==> src/rtl/usb_tx_pkg.sv <==
// Shared types and constants for the USB transmit sequencer.
package usb_tx_pkg;

    typedef enum logic [1:0] {
        IDLE = 2'd0,
        SYNC = 2'd1,
        DATA = 2'd2,
        EOP  = 2'd3
    } tx_state_t;

    localparam logic [7:0] SYNC_PATTERN   = 8'h80;
    localparam int         EOP_SE0_BITS   = 2;
    localparam int         EOP_TOTAL_BITS = 3;

endpackage

==> src/rtl/usb_tx_bit_timer.sv <==
// Bit-period counter: counts 1..CLKS_PER_BIT while enabled, strobes on the last count.
module usb_tx_bit_timer #(
    parameter int CLKS_PER_BIT = 8
) (
    input  logic clk,
    input  logic rst,
    input  logic en,
    input  logic clr,
    output logic strobe
);
    localparam int              CW   = $clog2(CLKS_PER_BIT + 1);
    localparam logic [CW-1:0]   LAST = CW'(CLKS_PER_BIT);

    logic [CW-1:0] cnt_q, cnt_d;
    logic          roll;

    // Count 0 only ever appears while cleared, so the strobe cannot fire when idle.
    assign roll   = (cnt_q == LAST);
    assign strobe = roll;

    // Next count: clear wins, otherwise wrap from LAST straight back to 1.
    always_comb begin
        cnt_d = cnt_q;
        if (clr)
            cnt_d = '0;
        else if (en)
            cnt_d = roll ? CW'(1) : cnt_q + CW'(1);
    end

    // Counter register.
    always_ff @(posedge clk) begin
        if (rst)
            cnt_q <= '0;
        else
            cnt_q <= cnt_d;
    end

endmodule

==> src/rtl/usb_tx_sequencer.sv <==
// USB TX packet sequencer: SYNC / DATA / EOP framing, byte prefetch and stuff slots.
module usb_tx_sequencer
    import usb_tx_pkg::*;
#(
    parameter int CLKS_PER_BIT = 8,
    parameter int LEN_W        = 7
) (
    input  logic             clk,
    input  logic             rst,
    input  logic             start,
    input  logic [LEN_W-1:0] pkt_len,
    output logic             byte_req,
    input  logic             byte_valid,
    input  logic [7:0]       byte_data,
    input  logic             stuff_hold,
    output logic             bit_strobe,
    output logic             tx_bit,
    output logic             eop,
    output logic [1:0]       tx_state,
    output logic             busy,
    output logic             done,
    output logic             underrun
);
    tx_state_t        state_q, state_d;
    logic [2:0]       bit_idx_q, bit_idx_d;   // bit within byte, or EOP period index
    logic [7:0]       sh_q, sh_d;             // serializer, bit 0 is on the wire
    logic [7:0]       buf_q, buf_d;           // one-byte prefetch buffer
    logic             buf_full_q, buf_full_d;
    logic [LEN_W-1:0] fetch_q, fetch_d;       // bytes still to pull from the TX buffer
    logic [LEN_W-1:0] load_q, load_d;         // bytes still to load into the serializer
    logic             stuff_q, stuff_d;       // current bit period is a stuff slot
    logic             done_q, done_d;
    logic             underrun_c;
    logic             xfer, buf_avail;
    logic [7:0]       buf_byte;

    // The timer free-runs through a packet and is cleared whenever the FSM is (or returns to) IDLE.
    usb_tx_bit_timer #(.CLKS_PER_BIT(CLKS_PER_BIT)) u_timer (
        .clk    (clk),
        .rst    (rst),
        .en     ((state_q != IDLE) || start),
        .clr    (state_d == IDLE),
        .strobe (bit_strobe)
    );

    assign byte_req  = !buf_full_q && (fetch_q != '0) && ((state_q == SYNC) || (state_q == DATA));
    assign xfer      = byte_req && byte_valid;
    // A byte arriving in the deadline cycle bypasses the buffer straight into the serializer.
    assign buf_avail = buf_full_q || xfer;
    assign buf_byte  = buf_full_q ? buf_q : byte_data;

    // Next-state logic: packet framing, prefetch bookkeeping and byte boundaries.
    always_comb begin
        state_d    = state_q;
        bit_idx_d  = bit_idx_q;
        sh_d       = sh_q;
        buf_d      = buf_q;
        buf_full_d = buf_full_q;
        fetch_d    = fetch_q;
        load_d     = load_q;
        stuff_d    = stuff_q;
        done_d     = 1'b0;
        underrun_c = 1'b0;
        unique case (state_q)
            IDLE: begin
                if (start) begin
                    state_d    = SYNC;
                    bit_idx_d  = '0;
                    sh_d       = SYNC_PATTERN;
                    buf_full_d = 1'b0;
                    fetch_d    = pkt_len;
                    load_d     = pkt_len;
                    stuff_d    = 1'b0;
                end
            end
            SYNC, DATA: begin
                if (xfer) begin
                    buf_d      = byte_data;
                    buf_full_d = 1'b1;
                    fetch_d    = fetch_q - LEN_W'(1);
                end
                if (bit_strobe) begin
                    if ((state_q == DATA) && stuff_hold) begin
                        // Freeze index and serializer; the boundary moves out one period.
                        stuff_d = 1'b1;
                    end else begin
                        stuff_d = 1'b0;
                        if (bit_idx_q == 3'd7) begin
                            bit_idx_d = '0;
                            if (load_q == '0) begin
                                state_d = EOP;
                            end else if (buf_avail) begin
                                state_d    = DATA;
                                sh_d       = buf_byte;
                                load_d     = load_q - LEN_W'(1);
                                buf_full_d = 1'b0;
                            end else begin
                                underrun_c = 1'b1;
                                state_d    = EOP;
                            end
                        end else begin
                            bit_idx_d = bit_idx_q + 3'd1;
                            sh_d      = sh_q >> 1;
                        end
                    end
                end
            end
            EOP: begin
                if (bit_strobe) begin
                    if (bit_idx_q == 3'(EOP_TOTAL_BITS - 1)) begin
                        state_d   = IDLE;
                        bit_idx_d = '0;
                        done_d    = 1'b1;
                    end else begin
                        bit_idx_d = bit_idx_q + 3'd1;
                    end
                end
            end
            default: state_d = IDLE;
        endcase
    end

    // State registers; reset discards any packet in flight.
    always_ff @(posedge clk) begin
        if (rst) begin
            state_q    <= IDLE;
            bit_idx_q  <= '0;
            sh_q       <= '0;
            buf_q      <= '0;
            buf_full_q <= 1'b0;
            fetch_q    <= '0;
            load_q     <= '0;
            stuff_q    <= 1'b0;
            done_q     <= 1'b0;
        end else begin
            state_q    <= state_d;
            bit_idx_q  <= bit_idx_d;
            sh_q       <= sh_d;
            buf_q      <= buf_d;
            buf_full_q <= buf_full_d;
            fetch_q    <= fetch_d;
            load_q     <= load_d;
            stuff_q    <= stuff_d;
            done_q     <= done_d;
        end
    end

    // Line outputs come only from registers, so they change only after a strobe.
    always_comb begin
        tx_bit = 1'b0;
        unique case (state_q)
            SYNC, DATA: tx_bit = !stuff_q && sh_q[0];
            EOP:        tx_bit = (bit_idx_q == 3'(EOP_SE0_BITS));
            default:    tx_bit = 1'b0;
        endcase
    end

    assign eop      = (state_q == EOP) && (bit_idx_q < 3'(EOP_SE0_BITS));
    assign tx_state = state_q;
    assign busy     = (state_q != IDLE);
    assign done     = done_q;
    assign underrun = underrun_c;

endmodule

==> config.mk <==
export PLATFORM = sky130hd
export DESIGN_NAME = usb_tx_sequencer
export DESIGN_NICKNAME = d
export VERILOG_FILES = /design/src/rtl/usb_tx_pkg.sv /design/src/rtl/usb_tx_bit_timer.sv /design/src/rtl/usb_tx_sequencer.sv
export SDC_FILE = /design/constraint.sdc
export NUM_CORES = 1
export LEC_CHECK = 0
export CELL_PAD_IN_SITES_DETAIL_PLACEMENT = 0
export CELL_PAD_IN_SITES_GLOBAL_PLACEMENT = 1
export CORE_ASPECT_RATIO = 0.8
export CORE_UTILIZATION = 40
export DETAILED_ROUTE_END_ITERATION = 8
export HOLD_SLACK_MARGIN = 0.06
export PLACE_DENSITY = 0.85
export SYNTH_ARGS = -nofsm -noshare
export SYNTH_HDL_FRONTEND = slang
export SYNTH_SLANG_ARGS = --single-unit
==> constraint.sdc <==
create_clock -name clk -period 6.8 [get_ports clk]
set_input_delay 1.7 -clock clk [delete_from_list [all_inputs] [get_ports clk]]
set_output_delay 1.7 -clock clk [all_outputs]
set_load 0.01 [all_outputs]
# [Yosys cells after proc, flatten, opt, wreduce, memory -nomap -nowiden]
# Cells that the tools add are included.
[totals] register_bits=42 ram_bits=0 latchBits=0 mem_count=0 mem_bits_ro=0
[classes] div=0 addsub=4 shifts=0 muxes=53 order_cmp=1 eq_ne=16 n_mul=0 reduce_logical=27 bitwise_logic=2
[op_table] operator="$mux 8" n=7
[op_table] operator="$mux 7" n=7
[op_table] operator="$pmux 7 s2" n=2
[op_table] operator="$mux 1" n=18
[op_table] operator="$mux 3" n=6
[op_table] operator="$pmux 8 s2" n=1
[op_table] operator="$sub 7x1->7 const B" n=2
[op_table] operator="$mux 2" n=6
[op_table] operator="$ne 2x2->1 const B" n=6
[op_table] operator="$pmux 3 s3" n=1
[op_table] operator="$logic_not 7->1" n=1
[op_table] operator="$reduce_and 7->1" n=1
[op_table] operator="$reduce_bool 7->1" n=1
[op_table] operator="$logic_and 1x1->1" n=6
[op_table] operator="$ne 3x3->1 const B" n=2
[op_table] operator="$pmux 1 s2" n=3
[op_table] operator="$pmux 2 s3" n=1
[op_table] operator="$reduce_and 3->1" n=2
[op_table] operator="$reduce_and 6->1" n=1
[op_table] operator="$add 4x1->4 const B" n=1
[op_table] operator="$eq 2x2->1 const B" n=2
[op_table] operator="$eq 4x4->1 const B" n=1
[op_table] operator="$logic_not 2->1" n=2
[op_table] operator="$mux 4" n=1
[op_table] operator="14 further kinds" n=22

# [Depth between registers and ports, before layout]
[depth] ltp_word=13 mapped_depth=9 depth_no_buf=8

# [Hierarchy]
# Synthesis repeated with hierarchy kept, for this count alone.
[hier_totals] cells_unflattened=309 hier_area_um2=2499.9
[modules_own_cells] mod="usb_tx_sequencer" seq_area_each_um2=760.7 cells_each=283 instances=1 area_each_um2=2284.7
[modules_own_cells] mod="usb_tx_bit_timer" seq_area_each_um2=80.1 cells_each=26 instances=1 area_each_um2=215.2

# [Worst setup path before layout]
# Ideal clock, no wire load.
[synth_path] path_type="input-to-output" startpoint="input byte_valid" endpoint="output underrun" path_buffers=1 path_slack_ns=2.579 arrival_time_ns=2.521 stages=4 path_cell_list="and3b_1 > nor2b_1 > clkbuf_1 > nor3_1"
[synth_via] elab_chain_cells=8
[synth_lines] item="start: declaration" line="usb_tx_sequencer.sv:13" rtl="input logic byte_valid,"
[synth_lines] item="$logic_and 1x1->1" line="usb_tx_sequencer.sv:47" rtl="assign xfer = byte_req && byte_valid;"
[synth_lines] item="$logic_or 1x1->1" line="usb_tx_sequencer.sv:49" rtl="assign buf_avail = buf_full_q || xfer;"
[synth_lines] item="$mux 1" line="usb_tx_sequencer.sv:92" rtl="end else if (buf_avail) begin"
[synth_lines] item="$mux 1" line="usb_tx_sequencer.sv:90" rtl="if (load_q == '0) begin"
[synth_lines] item="$mux 1" line="usb_tx_sequencer.sv:88" rtl="if (bit_idx_q == 3'd7) begin"
[synth_lines] item="$mux 1" line="usb_tx_sequencer.sv:83" rtl="if ((state_q == DATA) && stuff_hold) begin"
[synth_lines] item="$mux 1" line="usb_tx_sequencer.sv:82" rtl="if (bit_strobe) begin"
[synth_lines] item="$mux 1" line="usb_tx_sequencer.sv:64" rtl="unique case (state_q)"
[synth_lines] item="end: declaration" line="usb_tx_sequencer.sv:22" rtl="output logic underrun"
# Every way passes these cells.

# [Worst setup path after layout]
[layout_path] startpoint="input stuff_hold" endpoint="output underrun"
[layout_via] elab_chain_cells=4
[layout_lines] item="start: declaration" line="usb_tx_sequencer.sv:15" rtl="input logic stuff_hold,"
[layout_lines] item="$logic_and 1x1->1" line="usb_tx_sequencer.sv:83"
[layout_lines] item="$mux 1" line="usb_tx_sequencer.sv:83"
[layout_lines] item="$mux 1" line="usb_tx_sequencer.sv:82"
[layout_lines] item="$mux 1" line="usb_tx_sequencer.sv:64"
# Every way passes these cells.

==> results.cfg <==
[timing]
fmax_ghz = 0.195
tightestPinTransition_ns = 0.934
skew_ns = 0.00586
slew_viol_final = 0
fin_crit_ns = 5.13
whs_ns = 0.460
hold_viol = 0
rsz0062_at_grt = no
tns_ns = 0
slew_headroom_pct = 37.5
finalSetupViolCount = 0
fin_crit_sh_pct = 75.4

[cts]
clock-sinks = 42
cts.htree.levels = 2
hold_buffers = 0
cts_setup_buffers = 0
cts_buffers = 5
cts-resized-gates = 0
path_clk_slew_ns = 0.09
root_buffer = clkbuf_8
clock_latency_ns = 0.30
cts_buffer_depth = 2
cts_tree = built

[detailed_routing]
wl_mm = 6.72
routedWlPerCell_um = 15.3
via_per_inst = 5.71
vias = 2502
drc = 0
drtPass1Iterations = 4
drtIter0Drc = 265
final_antenna_net_count = 0

[setup_path]
start_kind = input pin
cp_max_fo = 6
crit_required_ns = 5.10
cp-startpoint = stuff_hold
crit_path_end_kind = output pin
path_class = in -> out
worstPathArrival_ns = 3.43
r2r_start = tx_state[0]
r2r-end = fetch_q[4]
reg2reg_depth = 8
r2r_slack_ns = 4.19

[global_route]
grt-ovfl-total = 0
antenna_found_initial = 0
grt_pass1_vias = 2243
grt_pass1_wl_mm = 10.9
track_usage_pct = 20.0
grt_max_degree = 41

[min_path]
hold_end = buf_q[6]
hold_depth = 2
hold_start = buf_q[6]
hold_class = reg -> reg

[die]
io_pins = 29
die_width_um = 92.9
core_area_sq_mm = 0.00638
chipHeight_um = 74.8
core.rowCount = 26
start_util_pct = 41.5
die_area_sq_mm = 0.00695

[synthesis]
syn_nets = 365
synthFlopType = dfxtp_1
synthesis.instances = 334
synth_edf_count = 0
yosys-top-cells-count = nand2_1 (60), dfxtp_1 (42), a21oi_1 (31)
synth.most_common_cell = nand2_1
yosysWarnings = 0
ys_ff_latch = 42
synth_area_leaders = dfxtp_1 (32%), nand2_1 (8.5%), mux2i_1 (7.2%), a21oi_1 (5.9%), ha_1 (5.2%)
ys_types = 54
seq_area_frac_synth_pct = 31.8
synth.cell_area_sq_mm = 0.00265
syn_avg_cell_area_sq_um = 7.92
synth_top_area_cell = dfxtp_1
yosysTopAreaCellShare_pct = 31.8
async_flop_share_pct = 0

[pwr]
leakagePower_nw = 1.11
p_per_area_mw_per_mm2 = 237
ir_worst_vdd_uv = 94.1

[finish]
multi_input_area_sq_mm = 0.00162
insertedDiodeCount = 0
fillCellCount = 647
area_growth_pct = 16.2
drive_gt1_share_pct = 6.21
nets = 384
regArea_sq_um = 841

[placed_design]
routabilityCongestion = 0.855
portBuffers = 28
hpwlAfterDp_mm = 4.74

[run]
cap_violations = 0

[outcome]
status = finished clean
[flip-flops by register name, indices dropped and copies added (netlist names)]
name and cells:
u_timer.cnt_q 4, tx_state 2, stuff_q 1, sh_q 8, done 1, load_q 7
fetch_q 7, buf_q 8, buf_full_q 1, bit_idx_q 3
[cells by family after synthesis]
kind of cell             Yosys count  synth area share, %
multiplexers                      23                 8.89
AO/OA/AOI/OAI                     94                 24.1
buffers and inverters             35                 6.86
flip-flops                        42                 31.8
AND/OR/NAND/NOR                  129                 23.2
adder cells (fa/ha/maj)           11                 5.20
[worst max-delay path, stage by stage]
cell and delay [ns]:
clkdlybuf4s50_1 0.42, nand2_1 0.19, and3_1 0.22, nand2_1 0.07
nor3_1 0.24, clkdlybuf4s50_1 0.60
[routing by layer]
metal  vias up  wire length, um  global-route usage (%)
met1      1171             3400                    28.9
met3         4              462                    3.94
met5         -                0                       0
li1       1240                -                       -
met4         0               47                    4.96
met2        87             2820                    30.6
[worst max path at each step]
| stage | endpoint | slack [ns] | depth (start not counted) |
|---|---|---|---|
| floorplan | underrun | 2.58 | 4 |
| global placement | underrun | 1.69 | 5 |
| detailed placement | underrun | 1.70 | 5 |
| CTS | underrun | 1.69 | 6 |
| global route | underrun | 1.55 | 6 |
| finish | underrun | 1.67 | 6 |
[cell type report]
class / instances / share of cell area, %
well taps: 84 / 3.42
repair buffers: 31 / 9.85
flip-flops and latches: 42 / 27.3
multi-input cells: 257 / 52.8
inverters: 16 / 1.95
clock inverters: 2 / 1.95
clock buffers: 6 / 2.69
[cells in the final DEF (no fill, tap or decap), drive strengths merged, types with 6 or more instances in the layout]
| master | synthesis | final |
|---|---|---|
| nor2b | 7 | 7 |
| o21ai | 18 | 18 |
| nand2 | 60 | 60 |
| clkdlybuf4s50 | 0 | 28 |
| nor3 | 6 | 6 |
| mux2i | 19 | 19 |
| clkbuf | 10 | 6 |
| o211ai | 10 | 10 |
| dfxtp | 42 | 42 |
| nand3 | 8 | 8 |
| a21oi | 31 | 31 |
| nor2 | 20 | 20 |
| inv | 16 | 16 |
| ha | 11 | 11 |
[power breakdown]
part	switching (mW)	internal (mW)	total, mW
clock	0.0916	0.157	0.248
sequential	0.0209	0.265	0.286
combinational	0.116	0.0784	0.195
[per-stage QoR]
stage / util, % / setup WS (ns) / cell area, sq um / power (mW) / cells
2_1_floorplan: - / 2.58 / 2650 / 0.434 / 334
3_3_place_gp: 46.0 / 1.69 / 2930 / 0.480 / 430
3_5_place_dp: 46.0 / 1.70 / 2930 / 0.482 / 430
4_1_cts: 48.2 / 1.69 / 3080 / 0.729 / 438
5_1_grt: 48.2 / 1.55 / 3080 / 0.765 / 438
6_report: 48.2 / 1.67 / 3080 / 0.729 / 438
Note: power is estimated with default switching activity, not from simulation.
